### config.mk
export PLATFORM = sky130hd
export DESIGN_NAME = keypad_matrix_scanner_flat
export DESIGN_NICKNAME = d
export VERILOG_FILES = /design/src/rtl/keypad_matrix_scanner_if.sv /design/src/rtl/keypad_matrix_scanner.sv /design/src/flat_wrapper.sv
export SDC_FILE = /design/constraint.sdc
export NUM_CORES = 1
export LEC_CHECK = 0
export BUFFER_PORTS_ARGS = -buffer_cell sky130_fd_sc_hd__clkbuf_2
export CORE_MARGIN = 10
export CORE_UTILIZATION = 40
export DETAILED_ROUTE_END_ITERATION = 16
export GPL_TIMING_DRIVEN = 0
export SYNTH_ARGS = -nofsm -noshare
export SYNTH_HDL_FRONTEND = slang
export SYNTH_SLANG_ARGS = --single-unit
### constraint.sdc
create_clock -name clk -period 11.5 [get_ports clk]
set_input_delay 1.725 -clock clk [delete_from_list [all_inputs] [get_ports clk]]
set_output_delay 1.725 -clock clk [all_outputs]
set_load 0.03 [all_outputs]
### src/rtl/keypad_matrix_scanner_if.sv
// keypad_matrix_scanner_if
// Bundles the keypad matrix wiring and the debounced coordinate output.
//   key_col     : one-hot column drive, active-high (scanner -> matrix)
//   key_line    : line sense, active-high, asynchronous (matrix -> scanner)
//   coord_out   : {column code 1..NCOL, line code 1..NLINE} of the accepted key
//   coord_valid : one-cycle strobe qualifying coord_out
//   key_held    : high while a key is accepted as held
// master = the scanner, slave = the matrix/consumer side.
// NCOL/NLINE must match the parameters of the scanner instance.
interface keypad_matrix_scanner_if #(
    parameter int NCOL  = 5,
    parameter int NLINE = 7
);
    logic [NCOL-1:0]  key_col;
    logic [NLINE-1:0] key_line;
    logic [5:0]       coord_out;
    logic             coord_valid;
    logic             key_held;

    modport master (
        output key_col,
        output coord_out,
        output coord_valid,
        output key_held,
        input  key_line
    );

    modport slave (
        input  key_col,
        input  coord_out,
        input  coord_valid,
        input  key_held,
        output key_line
    );
endinterface

### src/rtl/keypad_matrix_scanner.sv
// keypad_matrix_scanner
// Scans an NCOL x NLINE push-button matrix one column at a time, debounces a
// single pressed key over whole scan frames and emits a one-cycle strobe with
// the 6-bit {column code, line code} coordinate of the accepted key.
//   clk : scan clock
//   clr : synchronous active-high reset
//   bus : keypad_matrix_scanner_if.master (key_col, key_line, coord_out,
//         coord_valid, key_held)
module keypad_matrix_scanner #(
    parameter int NCOL       = 5,
    parameter int NLINE      = 7,
    parameter int SCAN_DIV   = 4,
    parameter int DEB_FRAMES = 3
) (
    input  logic                            clk,
    input  logic                            clr,
    keypad_matrix_scanner_if.master         bus
);
    localparam int DW = (SCAN_DIV > 1) ? $clog2(SCAN_DIV) : 1;
    localparam int NW = $clog2(DEB_FRAMES + 1);
    localparam logic [DW-1:0] DWELL_LAST = DW'(SCAN_DIV - 1);
    localparam logic [2:0]    COL_LAST   = 3'(NCOL - 1);
    localparam logic [NW-1:0] DEB_LAST   = NW'(DEB_FRAMES);
    localparam logic [NW-1:0] CNT_ONE    = NW'(1);
    localparam logic [NCOL-1:0] COL_FIRST = {{(NCOL-1){1'b0}}, 1'b1};

    typedef enum logic [1:0] {
        ST_IDLE     = 2'd0,
        ST_DEBOUNCE = 2'd1,
        ST_PRESSED  = 2'd2,
        ST_RELEASE  = 2'd3
    } state_t;

    function automatic logic [2:0] popcount(input logic [NLINE-1:0] v);
        logic [2:0] n;
        n = 3'd0;
        for (int i = 0; i < NLINE; i++) begin
            n = n + {2'b00, v[i]};
        end
        return n;
    endfunction

    // Walks downward so the lowest set line wins.
    function automatic logic [2:0] lowest_index(input logic [NLINE-1:0] v);
        logic [2:0] idx;
        idx = 3'd0;
        for (int i = NLINE - 1; i >= 0; i--) begin
            if (v[i]) begin
                idx = 3'(i);
            end else begin
                idx = idx;
            end
        end
        return idx;
    endfunction

    logic [NLINE-1:0] sync1_r, sync2_r;
    logic [DW-1:0]    dwell_r;
    logic [2:0]       col_r;
    logic [NCOL-1:0]  key_col_r;
    logic [1:0]       acc_cnt_r;
    logic [2:0]       acc_col_r, acc_line_r;
    state_t           state_r, state_s;
    logic [NW-1:0]    cnt_r, cnt_s;
    logic [5:0]       cand_r, cand_s;
    logic [5:0]       coord_r, coord_s;
    logic             valid_r, valid_s;
    logic             held_r, held_s;

    logic             sample_s, frame_end_s, hit_s;
    logic [3:0]       sum_s;
    logic [1:0]       frm_cnt_s;
    logic [2:0]       frm_col_s, frm_line_s;
    logic [5:0]       frm_coord_s;
    logic [NW-1:0]    cnt_inc_s;

    assign sample_s    = (dwell_r == DWELL_LAST);
    assign frame_end_s = sample_s && (col_r == COL_LAST);

    // Two-flop synchronizer for the asynchronous line inputs.
    always_ff @(posedge clk) begin
        if (clr) begin
            sync1_r <= '0;
            sync2_r <= '0;
        end else begin
            sync1_r <= bus.key_line;
            sync2_r <= sync1_r;
        end
    end

    // Dwell counter and column walker; the drive changes when dwell returns to 0.
    always_ff @(posedge clk) begin
        if (clr) begin
            dwell_r   <= '0;
            col_r     <= 3'd0;
            key_col_r <= COL_FIRST;
        end else if (sample_s) begin
            dwell_r <= '0;
            if (col_r == COL_LAST) begin
                col_r     <= 3'd0;
                key_col_r <= COL_FIRST;
            end else begin
                col_r     <= col_r + 3'd1;
                key_col_r <= key_col_r << 1;
            end
        end else begin
            dwell_r <= dwell_r + DW'(1);
        end
    end

    // Frame summary including the column being sampled right now, so the
    // frame-end decision sees the last column without an extra cycle.
    always_comb begin
        hit_s       = (sync2_r != '0);
        sum_s       = {2'b00, acc_cnt_r} + {1'b0, popcount(sync2_r)};
        frm_cnt_s   = !hit_s ? acc_cnt_r : ((sum_s >= 4'd2) ? 2'd2 : sum_s[1:0]);
        frm_col_s   = hit_s ? col_r : acc_col_r;
        frm_line_s  = hit_s ? lowest_index(sync2_r) : acc_line_r;
        frm_coord_s = {frm_col_s + 3'd1, frm_line_s + 3'd1};
    end

    // Frame accumulator: updated at each sample, cleared at frame end.
    always_ff @(posedge clk) begin
        if (clr) begin
            acc_cnt_r  <= 2'd0;
            acc_col_r  <= 3'd0;
            acc_line_r <= 3'd0;
        end else if (frame_end_s) begin
            acc_cnt_r  <= 2'd0;
            acc_col_r  <= 3'd0;
            acc_line_r <= 3'd0;
        end else if (sample_s) begin
            acc_cnt_r  <= frm_cnt_s;
            acc_col_r  <= frm_col_s;
            acc_line_r <= frm_line_s;
        end else begin
            acc_cnt_r  <= acc_cnt_r;
            acc_col_r  <= acc_col_r;
            acc_line_r <= acc_line_r;
        end
    end

    // Debounce state machine: next state and registered-output values.
    always_comb begin
        state_s   = state_r;
        cnt_s     = cnt_r;
        cand_s    = cand_r;
        coord_s   = coord_r;
        valid_s   = 1'b0;
        cnt_inc_s = cnt_r + CNT_ONE;
        if (frame_end_s) begin
            case (state_r)
                ST_IDLE: begin
                    if (frm_cnt_s == 2'd1) begin
                        cand_s = frm_coord_s;
                        cnt_s  = CNT_ONE;
                        if (DEB_LAST == CNT_ONE) begin
                            state_s = ST_PRESSED;
                            coord_s = frm_coord_s;
                            valid_s = 1'b1;
                        end else begin
                            state_s = ST_DEBOUNCE;
                        end
                    end else begin
                        state_s = ST_IDLE;
                    end
                end
                ST_DEBOUNCE: begin
                    if (frm_cnt_s == 2'd1) begin
                        if (frm_coord_s == cand_r) begin
                            cnt_s = cnt_inc_s;
                            if (cnt_inc_s == DEB_LAST) begin
                                state_s = ST_PRESSED;
                                coord_s = cand_r;
                                valid_s = 1'b1;
                            end else begin
                                state_s = ST_DEBOUNCE;
                            end
                        end else begin
                            cand_s = frm_coord_s;
                            cnt_s  = CNT_ONE;
                        end
                    end else begin
                        state_s = ST_IDLE;
                    end
                end
                ST_PRESSED: begin
                    if (frm_cnt_s == 2'd0) begin
                        cnt_s = CNT_ONE;
                        if (DEB_LAST == CNT_ONE) begin
                            state_s = ST_IDLE;
                        end else begin
                            state_s = ST_RELEASE;
                        end
                    end else begin
                        state_s = ST_PRESSED;
                    end
                end
                ST_RELEASE: begin
                    if (frm_cnt_s == 2'd0) begin
                        cnt_s = cnt_inc_s;
                        if (cnt_inc_s == DEB_LAST) begin
                            state_s = ST_IDLE;
                        end else begin
                            state_s = ST_RELEASE;
                        end
                    end else begin
                        state_s = ST_PRESSED;
                    end
                end
                default: begin
                    state_s = ST_IDLE;
                end
            endcase
        end else begin
            state_s = state_r;
        end
        held_s = (state_s == ST_PRESSED) || (state_s == ST_RELEASE);
    end

    // State register and registered outputs.
    always_ff @(posedge clk) begin
        if (clr) begin
            state_r <= ST_IDLE;
            cnt_r   <= '0;
            cand_r  <= 6'd0;
            coord_r <= 6'd0;
            valid_r <= 1'b0;
            held_r  <= 1'b0;
        end else begin
            state_r <= state_s;
            cnt_r   <= cnt_s;
            cand_r  <= cand_s;
            coord_r <= coord_s;
            valid_r <= valid_s;
            held_r  <= held_s;
        end
    end

    assign bus.key_col     = key_col_r;
    assign bus.coord_out   = coord_r;
    assign bus.coord_valid = valid_r;
    assign bus.key_held    = held_r;
endmodule
### src/flat_wrapper.sv
// flat-port wrapper written by rule: the top's interface ports become plain ports
module keypad_matrix_scanner_flat 
#(
    parameter int NCOL       = 5,
    parameter int NLINE      = 7,
    parameter int SCAN_DIV   = 4,
    parameter int DEB_FRAMES = 3
)
  (clk, clr, bus_key_col, bus_coord_out, bus_coord_valid, bus_key_held, bus_key_line);
  keypad_matrix_scanner_if #(.NCOL(NCOL), .NLINE(NLINE)) bus_i ();
  input  logic clk;
  input  logic clr;
  output wire logic [$bits(bus_i.key_col)-1:0] bus_key_col;
  output wire logic [$bits(bus_i.coord_out)-1:0] bus_coord_out;
  output wire logic [$bits(bus_i.coord_valid)-1:0] bus_coord_valid;
  output wire logic [$bits(bus_i.key_held)-1:0] bus_key_held;
  input wire logic [$bits(bus_i.key_line)-1:0] bus_key_line;
  assign bus_key_col = bus_i.key_col;
  assign bus_coord_out = bus_i.coord_out;
  assign bus_coord_valid = bus_i.coord_valid;
  assign bus_key_held = bus_i.key_held;
  assign bus_i.key_line = bus_key_line;
  keypad_matrix_scanner #(.NCOL(NCOL), .NLINE(NLINE), .SCAN_DIV(SCAN_DIV), .DEB_FRAMES(DEB_FRAMES)) u_core (.clk(clk), .clr(clr), .bus(bus_i));
endmodule
After elaboration in Yosys (flattened, before gate mapping)
Cells that the tools add are included. W data, S select, Z words.

Add/subtract/negate cells: 12. $lt $le $gt $ge: 1. Equal/unequal tests: 15. Multiplexer cells: 33. Bitwise gates (word level): 4. Reduce and logical (&&, ||, !) cells: 12.

Operators with widths (number): $mux W3 (10); $mux W2 (13); $mux W6 (3); $pmux W2 S4 (2); $add A3 B1 Y3 (5); $reduce_and A5 Y1 (3); $eq A2 B2 Y1 const B (6); $pmux W6 S2 (1); $add A3 B1 Y3 const B (3); $ne A2 B1 Y1 const B (4); $reduce_bool A7 Y1 (1); $eq A6 B6 Y1 (1); $mux W5 (1); $reduce_or A5 Y1 (1); $add A2 B1 Y2 const B (2); $add A2 B3 Y4 (1); $eq A2 B1 Y1 const B (2); $ge A4 B2 Y1 const B (1); $logic_not A2 Y1 (2); $not A1 Y1 (4); $reduce_or A2 Y1 (2); $eq A3 B3 Y1 const B (1); $mux W1 (3); $add A1 B1 Y2 (1); other kinds (4) (4).

Register bits: 50. Input port bits: 9. Output and inout port bits: 13. Logic and storage cells: 91.

Longest topological paths before layout
Depth in word-level cells: 16. Mapped depth: 16. Depth with buffers taken out: 16.

Worst setup path before layout
Ideal clock, no wire load.

Path type: register -> register. Start: reg u_core.sync2_r[1]. End: reg u_core.cand_r[0]. Setup time: 0.121 ns. Arrival time: 4.580 ns. Required time: 11.379 ns. Slack: 6.798 ns. Cell stages (with the launch flop): 15. Path buffers: 0. Period minus slack after synthesis: 4.702 ns. Cell sequence: dfxtp_1 > inv_1 > ha_1 > inv_1 > fa_1 > fa_1 > inv_1 > ha_1 > fa_1 > fa_1 > or2_0 > a211oi_2 > a22oi_1 > a2111oi_4 > mux2_4.

Cells in the longest elaborated chain, start to end: 13. Elaborated cells between the ends (all ways): 27. Classes of those cells: add/sub: 9; order compare: 1; eq/ne: 5; mux: 10; reduce/logical: 2.

RTL lines: start: declaration (line keypad_matrix_scanner.sv:57) `logic [NLINE-1:0] sync1_r, sync2_r;`; start signal: assignment (line keypad_matrix_scanner.sv:87) `sync2_r <= sync1_r;`; $add A1 B1 Y2 (line keypad_matrix_scanner.sv:38) `n = n + {2'b00, v[i]};`; $add A3 B1 Y3 (5 in series) (line keypad_matrix_scanner.sv:38); $add A2 B3 Y4 (line keypad_matrix_scanner.sv:115) `sum_s = {2'b00, acc_cnt_r} + {1'b0, popcount(sync2_r)};`; $ge A4 B2 Y1 (line keypad_matrix_scanner.sv:116) `frm_cnt_s = !hit_s ? acc_cnt_r : ((sum_s >= 4'd2) ? 2'd2 : sum_s[1:0]);`; $mux W2 (2 in series) (line keypad_matrix_scanner.sv:116); $eq A2 B1 Y1 (line keypad_matrix_scanner.sv:154, keypad_matrix_scanner.sv:169); $ne A2 B1 Y1 (no line); $reduce_and A5 Y1 (no line); end signal: assignment (line keypad_matrix_scanner.sv:233) `cand_r <= cand_s;`; end: declaration (line keypad_matrix_scanner.sv:65) `logic [5:0] cand_r, cand_s;`.

Several ways; a longest one is shown, not always the timed one. The select of a mux whose other input is x is not followed. A chain may end at the register's enable or synchronous reset.

Final worst setup path
Start: reg u_core.sync2_r[1]. End: reg u_core.coord_r[4] (netlist: u_core.bus.coord_out[4]).

Cells in the longest elaborated chain, start to end: 12. Elaborated cells between the ends (all ways): 20. Classes of those cells: add/sub: 9; order compare: 1; eq/ne: 2; mux: 6; reduce/logical: 2.

RTL lines: $add A1 B1 Y2 (line keypad_matrix_scanner.sv:38); $add A3 B1 Y3 (5 in series) (line keypad_matrix_scanner.sv:38); $add A2 B3 Y4 (line keypad_matrix_scanner.sv:115); $ge A4 B2 Y1 (line keypad_matrix_scanner.sv:116); $mux W2 (2 in series) (line keypad_matrix_scanner.sv:116); $eq A2 B1 Y1 (line keypad_matrix_scanner.sv:169) `if (frm_cnt_s == 2'd1) begin`; $reduce_and A5 Y1 (no line) *; end signal: assignment (line keypad_matrix_scanner.sv:234) `coord_r <= coord_s;`; end: declaration (line keypad_matrix_scanner.sv:66) `logic [5:0] coord_r, coord_s;`.

Every way passes the cells marked *; elsewhere a longest branch is shown, timed or not.

==> metrics.csv <==
metric,value,unit
status,"complete, no violations",
powerDensity,121.9,nW/um^2
max_slew_margin,0.5639,
cts_resized,0,
critPathCaptureType,register,
initial_core_util,0.4183,
area.growth.synth_to_final,11.88,%
required,11670,ps
viasPerCell,4.885,
drive_above_1_share,0.1500,
grt_start_max_net_pins,17,
worstPathCellList,inv_1 > ha_1 > inv_1 > fa_1 > fa_1 > inv_1 > ha_1 > fa_1 > fa_1 > or2_0 > a211oi_2 > a22oi_1 > or4_1 > o21ai_1 > a21oi_1,
worstMarginPinSlew,654.1,ps
hold_viol_final,0,
routedWlPerCell,13.07,um
clk_path_buf_depth,2,
drt-pass1-iter-count,4,
cts_tree,yes,
fin_util,0.4680,
design.die.area,9832,sq um
max_freq,198.3,MHz
synth_top_area_frac,0.3994,
totalWireLength,4903,um
drt-met1-wl,2532,um
dr_wl_met3,259,um
rsz0062_at_grt,no,
hold_buffers,0,
path_class,reg -> reg,
grt_pass1_wl,8590,um
post-cts-setup-buffer-count,0,
die_x,99.16,um
dominantRegCellSynth,dfxtp_1,
synthCells,271,
cellLeakagePower,1.085,nW
yosysMostFrequentCell,dfxtp_1,
setup_viol,0,
gp_congestion,0.8267,
synth-seq-cells,50,
route.met2.wl,2088,um
crit_top_cell,fa_1,
async_flop_share,0,
fin_crit_sh,0.4385,
vias,1832,
ir_drop,93.46,uV
finalClockSkew,6.380,ps
cts.htree.levels,2,
synth_cell_types,49,
path_clk_slew,100,ps
core-area,5991,sq um
synth_edf_count,0,
insertedDiodeCount,0,
maxCapViolCount,0,
cts_buffers,5,
syn_area,2506,sq um
synthTopCellsByCount,"dfxtp_1 (50), nor2_1 (25), a21oi_1 (20)",
synth_nets,296,
cp_slowest_cell,or4_1,
cts-root-buf,clkbuf_8,
rows,28,
fin_crit,5043,ps
ios,22,
io_buffer_count,21,
ant_nets,0,
synth_top_cell_by_area,dfxtp_1,
grt-ovfl-total,0,
crit_start,u_core.sync2_r[1]$_SDFF_PP0_,
synth.yosys.seq_area_share,0.3994,
cp_top_family,adder cells,
hp-class,reg -> reg,
nFillCells,600,
die_h,99.16,um
slew_viol_final,0,
synth.avg_cell_area,9.248,sq um
cp-start-kind,register,
clk_latency,300,ps
crit-reg2reg-launch,u_core.sync2_r[1]$_SDFF_PP0_,
drt-initial-drc-count,76,
slowest_delay,650,ps
synthTopCellsByArea,"dfxtp_1 (40%), ha_1 (6.0%), nor2b_1 (4.5%), a21oi_1 (4.0%), nor2_1 (3.7%)",
dr.max_layer_used,met4,
grt_usage,0.1039,
hpwl,3686,um
cts.sinks,50,
cp_max_fo,7,
cp.arrival,5210,ps
path_buf_inv,3,
final_nets,324,
finalSetupTns,0,ps
ys.warnings.count,0,
antenna_found_initial,0,
drc,0,
grt_pass1_vias,1867,
min_from,u_core.dwell_r[0]$_SDFF_PP0_,
==> per-stage QoR <==
stage	hold WS [ps]	instance area (sq um)	power, mW	std cells	setup slack (ps)
2_1_floorplan	404.3	2506	0.2247	271	6798
3_3_place_gp	415.0	2705	0.2356	367	6479
3_5_place_dp	420.4	2705	0.2364	367	6448
4_1_cts	440.9	2804	0.3475	375	6423
5_1_grt	464.3	2804	0.3622	375	6123
6_report	438.4	2804	0.3419	375	6457
==> area by class of cell <==
class | instances | area [sq um] | area share
clock inverter | 2 | 16.27 | 0.005801
clock buffer | 6 | 82.58 | 0.02945
inverter | 17 | 63.81 | 0.02276
buffer | 11 | 46.29 | 0.01651
sequential | 50 | 1001 | 0.3570
timing repair buffer | 21 | 105.1 | 0.03748
multi-input combinational | 193 | 1395 | 0.4975
tap | 75 | 93.84 | 0.03347
==> cells in the final DEF, fill, tap and decap left out, drive strengths merged, types with 2 or more instances in the layout <==
cell type / count
nand2b: 11
clkbuf: 34
nor3: 7
xor2: 6
xnor3: 2
buf: 4
nor4: 2
nand2: 17
inv: 17
o31a: 2
xnor2: 3
o21ai: 11
mux2: 5
a21oi: 20
ha: 12
or3: 2
nor2: 25
fa: 4
a22oi: 2
mux2i: 6
nand3: 18
nor2b: 18
a211oi: 6
dfxtp: 50
o31ai: 2
==> kinds of logic after synthesis <==
kind of cell	Yosys count	share of synthesized area
compound gates	48	0.1248
xor+xnor	11	0.05292
fa+ha+maj	16	0.09186
buf+inv	28	0.04394
flops	50	0.3994
mux	11	0.05741
simple gates	107	0.2297
==> final timing paths <==
| kind | end | slack [ps] | cells past startpoint |
|---|---|---|---|
| worst max-delay path | u_core.bus.coord_out[4]$_SDFFE_PP0P_ | 6460 | 15 |
| worst max register to register | u_core.bus.coord_out[4]$_SDFFE_PP0P_ | 6460 | 15 |
| worst min-delay path | u_core.dwell_r[0]$_SDFF_PP0_ | 440 | 1 |
| worst min register to register | u_core.dwell_r[0]$_SDFF_PP0_ | 440 | 1 |
==> power breakdown <==
group | internal, mW | switching [mW] | leakage [nW]
Sequential | 0.178 | 0.00371 | 0.407
Combinational | 0.0201 | 0.0296 | 0.631
Clock | 0.0496 | 0.0606 | 0.0478
Total | 0.248 | 0.0939 | 1.09
==> routing by layer <==
layer  vias to the layer above  GRT usage
met5                         -          0
met4                         0    0.02977
met3                         2    0.03460
met2                        33     0.1648
met1                       820     0.1307
li1                        977          -
==> flip-flops by register name (all words and copies together) (netlist names) <==
| register | count |
|---|---|
| u_core.cnt_r | 2 |
| u_core.bus.coord_out | 6 |
| u_core.acc_col_r | 3 |
| u_core.dwell_r | 2 |
| u_core.acc_cnt_r | 2 |
| u_core.bus.key_held | 1 |
| u_core.state_r | 2 |
| u_core.bus.coord_valid | 1 |
| u_core.cand_r | 6 |
| u_core.sync1_r | 7 |
| u_core.col_r | 3 |
| u_core.bus.key_col | 5 |
| u_core.acc_line_r | 3 |
| u_core.sync2_r | 7 |
No activity file was read; power rests on OpenSTA's default activity.
